===== src/rtl/bin_to_bcd_conv.sv =====
// Sequential double-dabble binary-to-BCD converter with optional two's-complement sign handling.
// One shift per cycle; results are held between done pulses together with sign and overflow flags.
module bin_to_bcd_conv #(
    parameter int BIN_W  = 16,
    parameter int DIGITS = 5,
    parameter bit SIGNED = 1'b1
) (
    input  logic                  clk,
    input  logic                  reset,
    input  logic                  start,
    input  logic [BIN_W-1:0]      bin_in,
    output logic                  busy,
    output logic                  done,
    output logic [4*DIGITS-1:0]   bcd_out,
    output logic                  sign_out,
    output logic                  overflow
);

    localparam int BCD_W = 4 * DIGITS;
    localparam int CNT_W = $clog2(BIN_W + 1);

    typedef enum logic {
        IDLE = 1'b0,
        CONV = 1'b1
    } state_t;

    state_t state, state_nxt;

    logic [BCD_W-1:0] scratch;
    logic [BCD_W-1:0] corrected;
    logic [BCD_W-1:0] shifted;
    logic             shift_out;
    logic [BIN_W-1:0] mag;
    logic [CNT_W-1:0] cnt;
    logic             sgn;
    logic             ovf;
    logic             last_iter;
    logic             in_neg;

    assign in_neg    = SIGNED && bin_in[BIN_W-1];
    assign last_iter = (cnt == CNT_W'(BIN_W - 1));
    assign busy      = (state == CONV);

    // Add-3 correction on every digit, then shift using the corrected digits in the same cycle.
    always_comb begin
        corrected = scratch;
        for (int i = 0; i < DIGITS; i++) begin
            if (scratch[4*i +: 4] > 4'd4)
                corrected[4*i +: 4] = scratch[4*i +: 4] + 4'd3;
        end
    end

    assign {shift_out, shifted} = {corrected, mag[BIN_W-1]};

    always_ff @(posedge clk) begin
        if (reset) state <= IDLE;
        else       state <= state_nxt;
    end

    always_comb begin
        state_nxt = state;
        unique case (state)
            IDLE: if (start) state_nxt = CONV;
            CONV: if (last_iter) state_nxt = IDLE;
            default: state_nxt = IDLE;
        endcase
    end

    always_ff @(posedge clk) begin
        if (reset) begin
            scratch  <= '0;
            mag      <= '0;
            cnt      <= '0;
            sgn      <= 1'b0;
            ovf      <= 1'b0;
            done     <= 1'b0;
            bcd_out  <= '0;
            sign_out <= 1'b0;
            overflow <= 1'b0;
        end else begin
            done <= 1'b0;
            unique case (state)
                IDLE: begin
                    if (start) begin
                        sgn     <= in_neg;
                        // Negating the most negative value yields 2^(BIN_W-1), correct as unsigned.
                        mag     <= in_neg ? (~bin_in + BIN_W'(1)) : bin_in;
                        scratch <= '0;
                        cnt     <= '0;
                        ovf     <= 1'b0;
                    end
                end
                CONV: begin
                    scratch <= shifted;
                    mag     <= {mag[BIN_W-2:0], 1'b0};
                    cnt     <= cnt + CNT_W'(1);
                    ovf     <= ovf | shift_out;
                    if (last_iter) begin
                        bcd_out  <= shifted;
                        sign_out <= sgn;
                        overflow <= ovf | shift_out;
                        done     <= 1'b1;
                    end
                end
                default: ;
            endcase
        end
    end

endmodule


===== config.mk =====
export PLATFORM = sky130hd
export DESIGN_NAME = bin_to_bcd_conv
export DESIGN_NICKNAME = d
export VERILOG_FILES = /design/src/rtl/bin_to_bcd_conv.sv
export SDC_FILE = /design/constraint.sdc
export NUM_CORES = 1
export LEC_CHECK = 0
export ABC_AREA = 1
export BUFFER_PORTS_ARGS = -buffer_cell sky130_fd_sc_hd__buf_4
export CORE_MARGIN = 10
export CORE_UTILIZATION = 60
export CTS_CLUSTER_DIAMETER = 40
export DETAILED_ROUTE_END_ITERATION = 16
export GPL_TIMING_DRIVEN = 0
export HOLD_SLACK_MARGIN = 0.12
export PLACE_DENSITY = 0.89
export SYNTH_ARGS = -nofsm -noshare
export SYNTH_HDL_FRONTEND = slang
export SYNTH_SLANG_ARGS = --single-unit

===== constraint.sdc =====
create_clock -name clk -period 4.6 [get_ports clk]
set_input_delay 0.92 -clock clk [delete_from_list [all_inputs] [get_ports clk]]
set_output_delay 0.92 -clock clk [all_outputs]
set_load 0.01 [all_outputs]

---- Yosys cells after proc, flatten, opt, wreduce, memory -nomap -nowiden ----
Index checks and enable logic that the tools add are counted.
word-level totals
  bits of input ports ..................... 19
  word-level logic and storage cells ...... 48
  register bits ........................... 67
  output and inout port bits .............. 24
cells by class
  reductions and logical operators ........ 3
  order comparisons ....................... 5
  bitwise logic cells ..................... 3
  equal/unequal tests ..................... 2
  mux-type cells .......................... 18
  add/sub/neg operators ................... 7
operators by type and width
  cell                   count
  $pmux 20 s2            1
  $mux 16                2
  $pmux 16 s2            1
  $add 4x2->4 const B    5
  $gt 4x3->1 const B     5
  $mux 20                1
  $mux 4                 5
  $add 16x1->16 const B  1
  $not 16->16            1
  $pmux 5 s2             1
  $add 5x1->5 const B    1
  $eq 5x4->1 const B     1
  $mux 5                 1
  $mux 1                 4
  $pmux 1 s2             2
  $reduce_and 2->1       2
  $ne 2x2->1 const B     1
  $reduce_or 2->1        1
  $not 1->1              1
  $or 1x1->1             1

---- Longest topological paths before layout ----
Gate-level depths: netlist (run 1).
  word-level depth ........................ 5
  mapped depth ............................ 9

---- Worst setup path after synthesis (run 1) ----
OpenSTA, ideal clock, no wires.
  kind .................................... input port to flip-flop
  start point ............................. in bin_in[1]
  end point ............................... reg mag[14]
  required time ........................... 4533 ps
  data arrival time ....................... 1759 ps
  slack ................................... 2774 ps
  stages on the path ...................... 8
  path through ............................ inv_1 > ha_1 > nand2_2 > o21bai_4 > nand3_1 > nand2_1 > nand3_1 > a21oi_2
on the way
  cells in the longest elaborated chain, start to end .. 5
RTL lines
  item                  line  text
  from (decl)           11    input logic [BIN_W-1:0] bin_in,
  $not 16->16           87    mag <= in_neg ? (~bin_in + BIN_W'(1)) : bin_in;
  $add 16x1->16         87
  $mux 16               87
  $mux 16               84    if (start) begin
  $pmux 16 s2           82    unique case (state)
  to (signal assigned)  87
  to (signal assigned)  95    mag <= {mag[BIN_W-2:0], 1'b0};
  to (decl)             33    logic [BIN_W-1:0] mag;
Every way passes these cells. The select of a mux whose other input is x is not followed.
A chain may end at the register's enable or synchronous reset.

---- Worst setup path in the final report (run 1) ----
  start point ............................. reg bcd_out[13]
  end point ............................... out bcd_out[13]
RTL lines
  item                    line  text
  from (decl)             14    output logic [4*DIGITS-1:0] bcd_out,
  from (signal assigned)  99    bcd_out <= shifted;
No word-level cell between the ends.

==> summary.md, run 1 <==
| Metric | Value |
|---|---|
| Post-Route WL | 8.65 mm |
| Mean area per synthesized cell | ~7.4 sq um |
| CP top delay family | flip-flops |
| Ant. Diodes | 0 |
| Max VDD drop | 193 uV |
| CTS tree | built |
| Power per standard cell area | between 300 and 400 nW/um^2 |
| DRC | 0 |
| Final total power | roughly 1.2 mW |
| Grt ovf | 0 |
| Routability Congestion | a little under 0.9 |
| Slew margin rel. | 0.607 |
| Most frequent cells in the layout | nand2_1, dfxtp_1, nand3_1 |
| Synthesized flop and latch total | 67 |
| Clock Tree Root | clkbuf_8 |
| Post-Synthesis Cells | between 400 and 500 |
| Vias in the first global route | between 3000 and 4000 |
| Number of gates resized after cts | 0 |
| # port buffers | 40 |
| CTS sink count | 67 |
| Warnings, synthesis | 0 |
| Least-Margin Pin Slew | a little under 0.6 ns |
| Startpoint Class | flip-flop |
| Hold Crit Class | reg -> reg |
| Number of CTS-inserted buffers | 9 |
| Crit end category | primary output |
| Register area share after synthesis | 0.394 |
| # IOs | 43 |
| CTS H-tree depth | 3 |
| Fin crit share | 0.386 |
| Slew Viols, Final | 0 |
| Initial core utilization | 0.618 |
| Crit path arrival time | roughly 0.86 ns |
| Max-Cap Viols | 0 |
| ANT nets after route | 0 |
| Crit-path max cell delay | 0.36 ns |
| Largest net degree at the start of global routing | 11 |
| Share of cells above drive strength 1 | 0.194 |
| Final critical-path required period | about 1.8 ns |
| Via total after detailed routing | about 3300 |
| Initial drt markers | ~190 |
| Kind of critical path | reg -> out |
| Clock network latency to the later pin of the worst-skew pair | about 0.36 ns |
| Core Box Area | 5510 sq um |
| Count of different cell masters after synthesis | 39 |
| Status | finished clean |
| Antenna violations before repair | 0 |
| Layout area overhead | 17.6% |
| Fin Clk Skew | approximately 0.01 ns |
| Die width | about 95 microns |
| Leakage | around 1.7 nW |
| # Post-CTS Setup Buffers | 0 |
| Final hold vios | 0 |
| TNS Setup | 0 ns |
| Setup Viol. Count Final | 0 |
| Full die area | just over 9000 sq um |
| Clock buffer depth | 2 |
| CP required | between 3 and 4 ns |
| Worst Path Max Fanout | 2 |
| Total GRT Usage | 0.195 |
| Achievable frequency | between 0.5 and 0.6 GHz |
| Synthesized area | ~3400 sq um |
| Height of the chip | between 90 and 100 microns |
| DR WL/cell | about 15 microns |
| Mapped Nets | just under 500 |
| Commonest non-fill, non-tap cell in the layout | nand2_1 |
| DR pass1 iterations | 5 |
| CP bufs+invs | 1 |
| Rows | 27 |
| RSZ-0062 raised after global routing | false |
| CTS Hold Bufs | 0 |
| Slowest-stage cell, CP | dfxtp_1 |
| Fin nets | approximately 540 |
| Crit path cell chain | buf_4 |
| Vias per std cell | approximately 5.6 |
| Hpwl dp | about 6.1 mm |
| Worst-path clk slew | about 0.070 ns |
| First-pass GRT wire length | 14.2 mm |
## final timing paths
path / from / cells past startpoint / slack, ns / end
max: bcd_out[13] / 1 / 2.82 / bcd_out[13]
min: mag[0] / 2 / 0.47 / mag[0]
max reg2reg: cnt[1] / 8 / 2.87 / bcd_out[6]
min reg2reg: mag[0] / 2 / 0.47 / mag[0]
## routing by layer
layer / wire (microns) / up-vias / share of wire / GRT usage
met2: 4340 / 138 / 0.50 / 0.344
met3: 666 / 24 / 0.077 / 0.0479
li1: - / 1611 / - / -
met4: 213 / 0 / 0.025 / 0.0998
met5: 0 / - / 0 / 0
met1: 3430 / 1511 / 0.40 / 0.211
## final cells by class
cell class	instances	area (sq um)
multi-input combinational	319	1750
tap	72	90.1
clock buffer	13	149
timing repair buffer	40	300
sequential	67	1340
buffer	21	108
fill	428	1500
clock inverter	2	60.1
inverter	54	203
## registers in the layout (all words and copies together) (netlist names)
register / cells
bcd_out: 20
busy: 1
cnt: 5
done: 1
mag: 16
overflow: 1
ovf: 1
scratch: 20
sgn: 1
sign_out: 1
## where the power goes
part	switching (mW)	leakage, nW	total (mW)	internal [mW]
Clock	0.214	0.104	0.532	0.318
Combinational	0.0688	1.04	0.108	0.0390
Sequential	0.00634	0.543	0.598	0.591
## synth_stat cells
| cell | n | area share |
|---|---|---|
| o31ai_2 | 3 | 0.011 |
| nor3b_1 | 1 | 0.0022 |
| nand2_2 | 7 | 0.013 |
| nand4_1 | 2 | 0.0037 |
| nor2_4 | 2 | 0.0066 |
| o31ai_1 | 2 | 0.0044 |
| nor2_1 | 28 | 0.031 |
| or2_4 | 1 | 0.0026 |
| nand3_1 | 50 | 0.074 |
| nor3_1 | 1 | 0.0015 |
| o21a_1 | 2 | 0.0044 |
| o21ai_2 | 1 | 0.0026 |
| dfxtp_1 | 67 | 0.39 |
| xor2_2 | 1 | 0.0048 |
| o21ai_0 | 19 | 0.028 |
| buf_4 | 4 | 0.0088 |
| or2_0 | 3 | 0.0055 |
| inv_2 | 11 | 0.012 |
| o21bai_4 | 2 | 0.011 |
| a21oi_1 | 28 | 0.041 |
| a21oi_2 | 1 | 0.0026 |
| a22oi_1 | 14 | 0.031 |
| buf_2 | 11 | 0.016 |
| clkbuf_1 | 5 | 0.0055 |
| nand3b_1 | 2 | 0.0044 |
| ha_1 | 13 | 0.048 |
| or2_1 | 3 | 0.0055 |
| buf_1 | 1 | 0.0011 |
| nor2_2 | 2 | 0.0037 |
| o21bai_2 | 1 | 0.0033 |
| xor2_1 | 9 | 0.023 |
| inv_1 | 43 | 0.047 |
| nor3_2 | 1 | 0.0029 |
| o22ai_1 | 8 | 0.015 |
| o21ai_1 | 4 | 0.0059 |
| o21bai_1 | 1 | 0.0022 |
| nand2_1 | 104 | 0.11 |
| a311oi_1 | 1 | 0.0026 |
| a31oi_1 | 2 | 0.0037 |
## cell families (layout without fill, tap and decap cells)
family / after synthesis / after routing / share of synthesized area
and+or+nand+nor: 207 / 207 / 0.271
AOI/OAI and AO/OA: 89 / 89 / 0.168
buffers and inverters: 75 / 130 / 0.0912
DFF: 67 / 67 / 0.394
adders and majority gates: 13 / 13 / 0.0478
xor gates and xnor gates: 10 / 10 / 0.0279
## through the flow
stage	hold slack (ns)	worst slack [ns]	cell area (sq um)	instances	utilization
final	0.469	2.82	4000	588	0.727
after global placement	0.453	2.55	3790	573	0.689
after global routing	0.492	2.72	4000	588	0.727
after floorplan	0.439	2.77	3400	461	-
after detailed placement	0.463	2.50	3790	573	0.689
after CTS	0.473	2.83	4000	588	0.727
No activity file was read; power rests on OpenSTA's default activity.
==> run 2: changes to the inputs <==
--- a/config.mk
+++ b/config.mk
@@ -8,12 +8,12 @@
 export ABC_AREA = 1
 export BUFFER_PORTS_ARGS = -buffer_cell sky130_fd_sc_hd__buf_4
 export CORE_MARGIN = 10
-export CORE_UTILIZATION = 60
+export CORE_UTILIZATION = 52
 export CTS_CLUSTER_DIAMETER = 40
 export DETAILED_ROUTE_END_ITERATION = 16
 export GPL_TIMING_DRIVEN = 0
 export HOLD_SLACK_MARGIN = 0.12
-export PLACE_DENSITY = 0.89
+export PLACE_DENSITY = 0.83
 export SYNTH_ARGS = -nofsm -noshare
 export SYNTH_HDL_FRONTEND = slang
 export SYNTH_SLANG_ARGS = --single-unit
==> constraint.sdc (replaced) <==
create_clock -name clk -period 1.5 [get_ports clk]
set_input_delay 0.3 -clock clk [delete_from_list [all_inputs] [get_ports clk]]
set_output_delay 0.3 -clock clk [all_outputs]
set_load 0.01 [all_outputs]
==> summary.md, run 2 (synthesis gave the netlist of run 1 again) <==
| Metric | Value |
|---|---|
| Status | finished with violations (was finished clean) |
| Failing checks | setup timing |
| CTS tree | built (unchanged) |
| Min Hold Slack | 0.231 ns (was 0.469 ns) |
| Post-Route WL | 8.91 mm (was 8.65 mm) |
| Antenna violations before repair | 0 (unchanged) |
| Largest registers | bcd_out x20, scratch x20, mag x16 (unchanged) |
| Layout area overhead | 27.8% (was 17.6%) |
| Share of cells above drive strength 1 | 0.320 (was 0.194) |
| Worst Path Max Fanout | 5 (was 2) |
| Design area | 4350 sq um (was 4000 sq um) |
| Crit. Startpoint | cnt[0] (was bcd_out[13]) |
| Crit end category | flip-flop (was primary output) |
| Height of the chip | 101 microns (was 95.3 microns) |
| Commonest non-fill, non-tap cell in the layout | nand2_1 (unchanged) |
| Via total after detailed routing | 3334 (was 3284) |
| DR pass1 iterations | 5 (unchanged) |
| Crit path cell chain | ha_4 -> nand2_2 -> nor2_2 -> ha_2 -> nand2_4 -> nor2_4 -> clkinvlp_4 -> o21ai_1 (was buf_4) |
| Achievable frequency | 0.649 GHz |
| Least-Margin Pin Slew | 0.577 ns (was 0.590 ns) |
| # port buffers | 40 (unchanged) |
| Number of CTS-inserted buffers | 9 (unchanged) |
| Final hold vios | 0 (unchanged) |
| Setup crit end | bcd_out[9] (was bcd_out[13]) |
| Hold Crit Class | in -> reg (was reg -> reg) |
| DRC | 0 (unchanged) |
| Final critical-path required period | roughly 1.5 ns |
| Crit-path max cell delay | 0.36 ns (about the same) |
| Largest net degree at the start of global routing | 11 (unchanged) |
| Initial core utilization | 0.536 (was 0.618) |
| First-pass GRT wire length | 14.2 mm (about the same) |
| Worst-path clk slew | 0.07 ns (about the same) |
| Core Box Area | 6350 sq um (was 5510 sq um) |
| Kind of critical path | reg -> reg (was reg -> out) |
| Worst R2R Path Depth | 8 (unchanged) |
| Vias in the first global route | 3163 (was 3214) |
| Crit path arrival time | 1.82 ns (was 0.86 ns) |
| CTS sink count | 67 (unchanged) |
| R2R Setup Slk | -0.04 ns (was 2.87 ns) |
| Routability Congestion | 0.912 (was 0.864) |
| Max VDD drop | 677 uV (was 193 uV) |
| Total GRT Usage | 0.171 (was 0.195) |
| Vias per std cell | 5.43 (was 5.59) |
| CP required | 1.78 ns (was 3.68 ns) |
| Placement Cell Area | 3800 sq um (was 3790 sq um) |
| Startpoint Class | flip-flop (unchanged) |
| Reg-to-reg startpoint | cnt[0] (was cnt[1]) |
| Ant. Diodes | 0 (unchanged) |
| Hpwl dp | 6.12 mm (about the same) |
| Filler instances | 519 (was 428) |
| Fin Clk Skew | 0.00673 ns (was 0.0100 ns) |
| Final core utilization | 0.685 (was 0.727) |
| Clock network latency to the later pin of the worst-skew pair | 0.35 ns (was 0.36 ns) |
| Grt ovf | 0 (unchanged) |
| # IOs | 43 (unchanged) |
| Fin nets | 564 (was 544) |
| Reg2reg end | bcd_out[9] (was bcd_out[6]) |
| Fin crit share | 1.03 |
| Slew margin rel. | 0.615 (was 0.607) |
| Most frequent cells in the layout | nand2_1, buf_4, dfxtp_1 (was nand2_1, dfxtp_1, nand3_1) |
| Clock buffer depth | 2 (unchanged) |
| RSZ-0062 raised after global routing | true (was false) |
| Power per standard cell area | 809 nW/um^2 (was 309 nW/um^2) |
| CTS H-tree depth | 3 (unchanged) |
| Leakage | 1.82 nW (was 1.68 nW) |
| DR WL/cell | 14.5 microns (was 14.7 microns) |
| Slew Viols, Final | 0 (unchanged) |
| Initial drt markers | 208 (was 193) |
| ANT nets after route | 0 (unchanged) |
| Clock Tree Root | clkbuf_8 (unchanged) |
| Worst Setup Slack, final | -0.0415 ns (was 2.82 ns) |
| Max-Cap Viols | 0 (unchanged) |
| Full die area | 10200 sq um (was 9080 sq um) |
| Rows | 29 (was 27) |
| Slowest-stage cell, CP | dfxtp_2 (was dfxtp_1) |
| Die width | 101 microns (was 95.3 microns) |
| Setup Viol. Count Final | 11 (was 0) |
==> run 2: how the worst min path moves through the flow <==
stage              start         end  slack (ns)  cells past startpoint
4_1_cts        bin_in[0]      mag[0]        0.22                      3
6_report       bin_in[0]      mag[0]        0.23                      3
3_5_place_dp      mag[0]      mag[0]        0.46                      2
3_3_place_gp      mag[0]      mag[0]        0.45                      2
2_1_floorplan    mag[15]  bcd_out[0]        0.44                      2
5_1_grt        bin_in[0]      mag[0]        0.26                      3
==> run 2: cell type report <==
cell class,instances,area (sq um),area share
Sequential cell,67,1360,0.313
Multi-Input combinational cell,319,1940,0.446
Timing Repair inverter,1,7.51,0.00173
Buffer,21,119,0.0273
Tap cell,77,96.3,0.0222
Inverter,54,209,0.0481
Timing Repair Buffer,59,447,0.103
Clock inverter,2,10.0,0.00230
Clock buffer,14,163,0.0374
==> run 2: critical path: cells and delay by family (launching register included) <==
family          cells  cell delay, ns
buf+inv             1            0.24
compound gates      1            0.16
simple gates        4            0.38
flops               1            0.36
fa+ha+maj           2            0.34
==> run 2: repair_timing <==
item	CTS	global route
resized for setup	34	45
setup buffers	14	6
cloned	1	0
endpoints found under the setup margin	30	42
hold buffers	0	0
pin swaps	25	24
==> run 2: power by group <==
part           switching [mW]  internal (mW)
registers              0.0192           1.81
clock network           0.660          0.687
logic                   0.213          0.124
==> run 2: routing by layer <==
layer  GRT usage  vias up  routed length [microns]
met5           0        -                        0
met4      0.0879        0                      187
met3      0.0384       16                      496
met2       0.290      105                     4450
met1       0.195     1559                     3780
li1            -     1654                        -
==> run 2: per-stage QoR <==
stage | instances | setup TNS, ns | worst slack, ns | power, mW
6_report | 614 | -0.209 | -0.0415 | 3.52
5_1_grt | 614 | -1.58 | -0.122 | 3.64
4_1_cts | 609 | -0.405 | -0.0627 | 3.52
3_5_place_dp | 578 | -1.85 | -0.134 | 2.20
3_3_place_gp | 578 | -1.20 | -0.0750 | 2.19
2_1_floorplan | 461 | 0 | 0.0541 | 2.08
==> run 3: changes to the inputs <==
--- a/config.mk
+++ b/config.mk
@@ -14,6 +14,7 @@
 export GPL_TIMING_DRIVEN = 0
 export HOLD_SLACK_MARGIN = 0.12
 export PLACE_DENSITY = 0.83
+export SKIP_CTS_REPAIR_TIMING = 1
 export SYNTH_ARGS = -nofsm -noshare
 export SYNTH_HDL_FRONTEND = slang
 export SYNTH_SLANG_ARGS = --single-unit
==> summary.md, run 3 (synthesis gave the netlist of run 1 again) <==
| Metric | Value |
|---|---|
| Setup crit end | sign_out (was bcd_out[9]) |
| Clock network latency to the later pin of the worst-skew pair | 0.35 ns (about the same) |
| Status | finished with violations (unchanged) |
| Startpoint Class | flip-flop (unchanged) |
| Failing checks | setup timing (unchanged) |
| Fin crit share | 1.10 (was 1.03) |
| Finished Layout Cells | 608 (was 614) |
| CTS sink count | 67 (unchanged) |
| Hpwl dp | 6.12 mm (unchanged) |
| Fin Clk Skew | 0.00828 ns (was 0.00673 ns) |
| Least-Margin Pin Slew | 0.623 ns (was 0.577 ns) |
| Layout area overhead | 26.3% (was 27.8%) |
| Crit path cell chain | ha_4 -> nand2_2 -> nor2_2 -> ha_2 -> nand2_4 -> nor2_4 -> clkinvlp_4 -> o21ai_2 (was ha_4 -> nand2_2 -> nor2_2 -> ha_2 -> nand2_4 -> nor2_4 -> clkinvlp_4 -> o21ai_1) |
| Pre-CTS setup slack | -0.134 ns (unchanged) |
| Final hold vios | 0 (unchanged) |
| Hold Crit Class | in -> reg (unchanged) |
| Rows | 29 (unchanged) |
| Setup Viol. Count Final | 21 (was 11) |
| Final critical-path required period | 1.65 ns (was 1.54 ns) |
| # port buffers | 40 (unchanged) |
| Crit path arrival time | 1.93 ns (was 1.82 ns) |
| Placed cell count | 578 (unchanged) |
| Height of the chip | 101 microns (unchanged) |
| Crit-path max cell delay | 0.37 ns (was 0.36 ns) |
| CP bufs+invs | 1 (unchanged) |
| Grt ovf | 0 (unchanged) |
| Worst-path clk slew | 0.07 ns (about the same) |
| Final total power | 3.52 mW (about the same) |
| CP required | 1.78 ns (about the same) |
| Crit end category | flip-flop (unchanged) |
| CP top delay family | simple AND/OR/NAND/NOR gates (unchanged) |
| Total GRT Usage | 0.161 (was 0.171) |
| Routability Congestion | 0.912 (unchanged) |
| Slew Viols, Final | 0 (unchanged) |
| Leakage | 1.80 nW (was 1.82 nW) |
| Worst Path Max Fanout | 5 (unchanged) |
| DR pass1 iterations | 5 (unchanged) |
| # IOs | 43 (unchanged) |
| Clock Tree Root | clkbuf_8 (unchanged) |
| Most frequent cells in the layout | nand2_1, buf_4, dfxtp_1 (unchanged) |
| CTS H-tree depth | 3 (unchanged) |
| Reg2reg end | sign_out (was bcd_out[9]) |
| Vias in the first global route | 3025 (was 3163) |
| Full die area | 10200 sq um (unchanged) |
| Core Box Area | 6350 sq um (unchanged) |
| Vias per std cell | 5.43 (about the same) |
| RSZ-0062 raised after global routing | true (unchanged) |
| Number of CTS-inserted buffers | 9 (unchanged) |
| Max VDD drop | 652 uV (was 677 uV) |
| Fin nets | 558 (was 564) |
| Max-Cap Viols | 0 (unchanged) |
| Achievable frequency | 0.605 GHz (was 0.649 GHz) |
| Antenna violations before repair | 0 (unchanged) |
| Crit. Startpoint | cnt[0] (unchanged) |
| First-pass GRT wire length | 13.4 mm (was 14.2 mm) |
| Clock buffer depth | 2 (unchanged) |
| Cell count along the critical path | 8 (unchanged) |
| Via total after detailed routing | 3304 (was 3334) |
| R2R Setup Slk | -0.15 ns (was -0.04 ns) |
| Filler instances | 526 (was 519) |
| Initial core utilization | 0.536 (unchanged) |
| Die width | 101 microns (unchanged) |
| Reg-to-reg startpoint | cnt[0] (unchanged) |
| Commonest non-fill, non-tap cell in the layout | nand2_1 (unchanged) |
| Final core utilization | 0.677 (was 0.685) |
| Slew margin rel. | 0.584 (was 0.615) |
| Kind of critical path | reg -> reg (unchanged) |
| Share of cells above drive strength 1 | 0.305 (was 0.320) |
| Ant. Diodes | 0 (unchanged) |
| DR WL/cell | 14.8 microns (was 14.5 microns) |
| Largest net degree at the start of global routing | 11 (unchanged) |
| Largest registers | bcd_out x20, scratch x20, mag x16 (unchanged) |
| Min Hold Slack | 0.233 ns (was 0.231 ns) |
| Initial drt markers | 177 (was 208) |
| ANT nets after route | 0 (unchanged) |
| Power per standard cell area | 819 nW/um^2 (was 809 nW/um^2) |
| Worst Setup Slack, final | -0.152 ns (was -0.0415 ns) |
| Worst R2R Path Depth | 8 (unchanged) |
| Post-Route WL | 9.00 mm (was 8.91 mm) |
| Slowest-stage cell, CP | dfxtp_4 (was dfxtp_2) |
| DRC | 0 (unchanged) |
| CTS tree | built (unchanged) |
run 3: cell count changes in the layout (fill, tap and decap cells not counted), sizes merged:
cell and delta:
buf -6
run 3: worst reg2reg max path, stage by stage, from the launching register on:
cell and delay (ns):
dfxtp_4 0.37, ha_4 0.14, nand2_2 0.05, nor2_2 0.11
ha_2 0.21, nand2_4 0.07, nor2_4 0.22, clkinvlp_4 0.23
o21ai_2 0.19
run 3: where the power goes:
group | switching (mW) | leakage, nW | internal, mW
registers | 0.0201 | 0.550 | 1.81
logic | 0.213 | 1.16 | 0.121
clock network | 0.672 | 0.0905 | 0.687
total | 0.904 | 1.80 | 2.62
run 3: routing by layer:
metal / share of wire / GRT usage
met1: 0.41 / 0.189
met2: 0.50 / 0.263
met3: 0.070 / 0.0412
met4: 0.019 / 0.0857
met5: 0 / 0
run 3: final cells by class:
type                    instances  area [sq um]  area share
repair buffers                 53           402      0.0934
clock inverters                 2          10.0     0.00233
plain buffers                  21           126      0.0294
clock buffers                  14           163      0.0378
inverters                      54           209      0.0486
multi-input cells             319          1920       0.447
well taps                      77          96.3      0.0224
repair inverters                1          7.51     0.00175
flip-flops and latches         67          1360       0.317
run 3: worst min path at each step:
stage	from	to	cells past startpoint
3_3_place_gp	mag[0]	mag[0]	2
5_1_grt	bin_in[0]	mag[0]	3
3_5_place_dp	mag[0]	mag[0]	2
4_1_cts	bin_in[0]	mag[0]	3
6_report	bin_in[0]	mag[0]	3
2_1_floorplan	mag[15]	bcd_out[0]	2
run 3: through the flow:
step	TNS, ns	cell area (sq um)
3_3_place_gp	-1.20	3800
2_1_floorplan	0	3400
3_5_place_dp	-1.85	3800
6_report	-1.70	4300
4_1_cts	-2.67	3970
5_1_grt	-3.37	4300
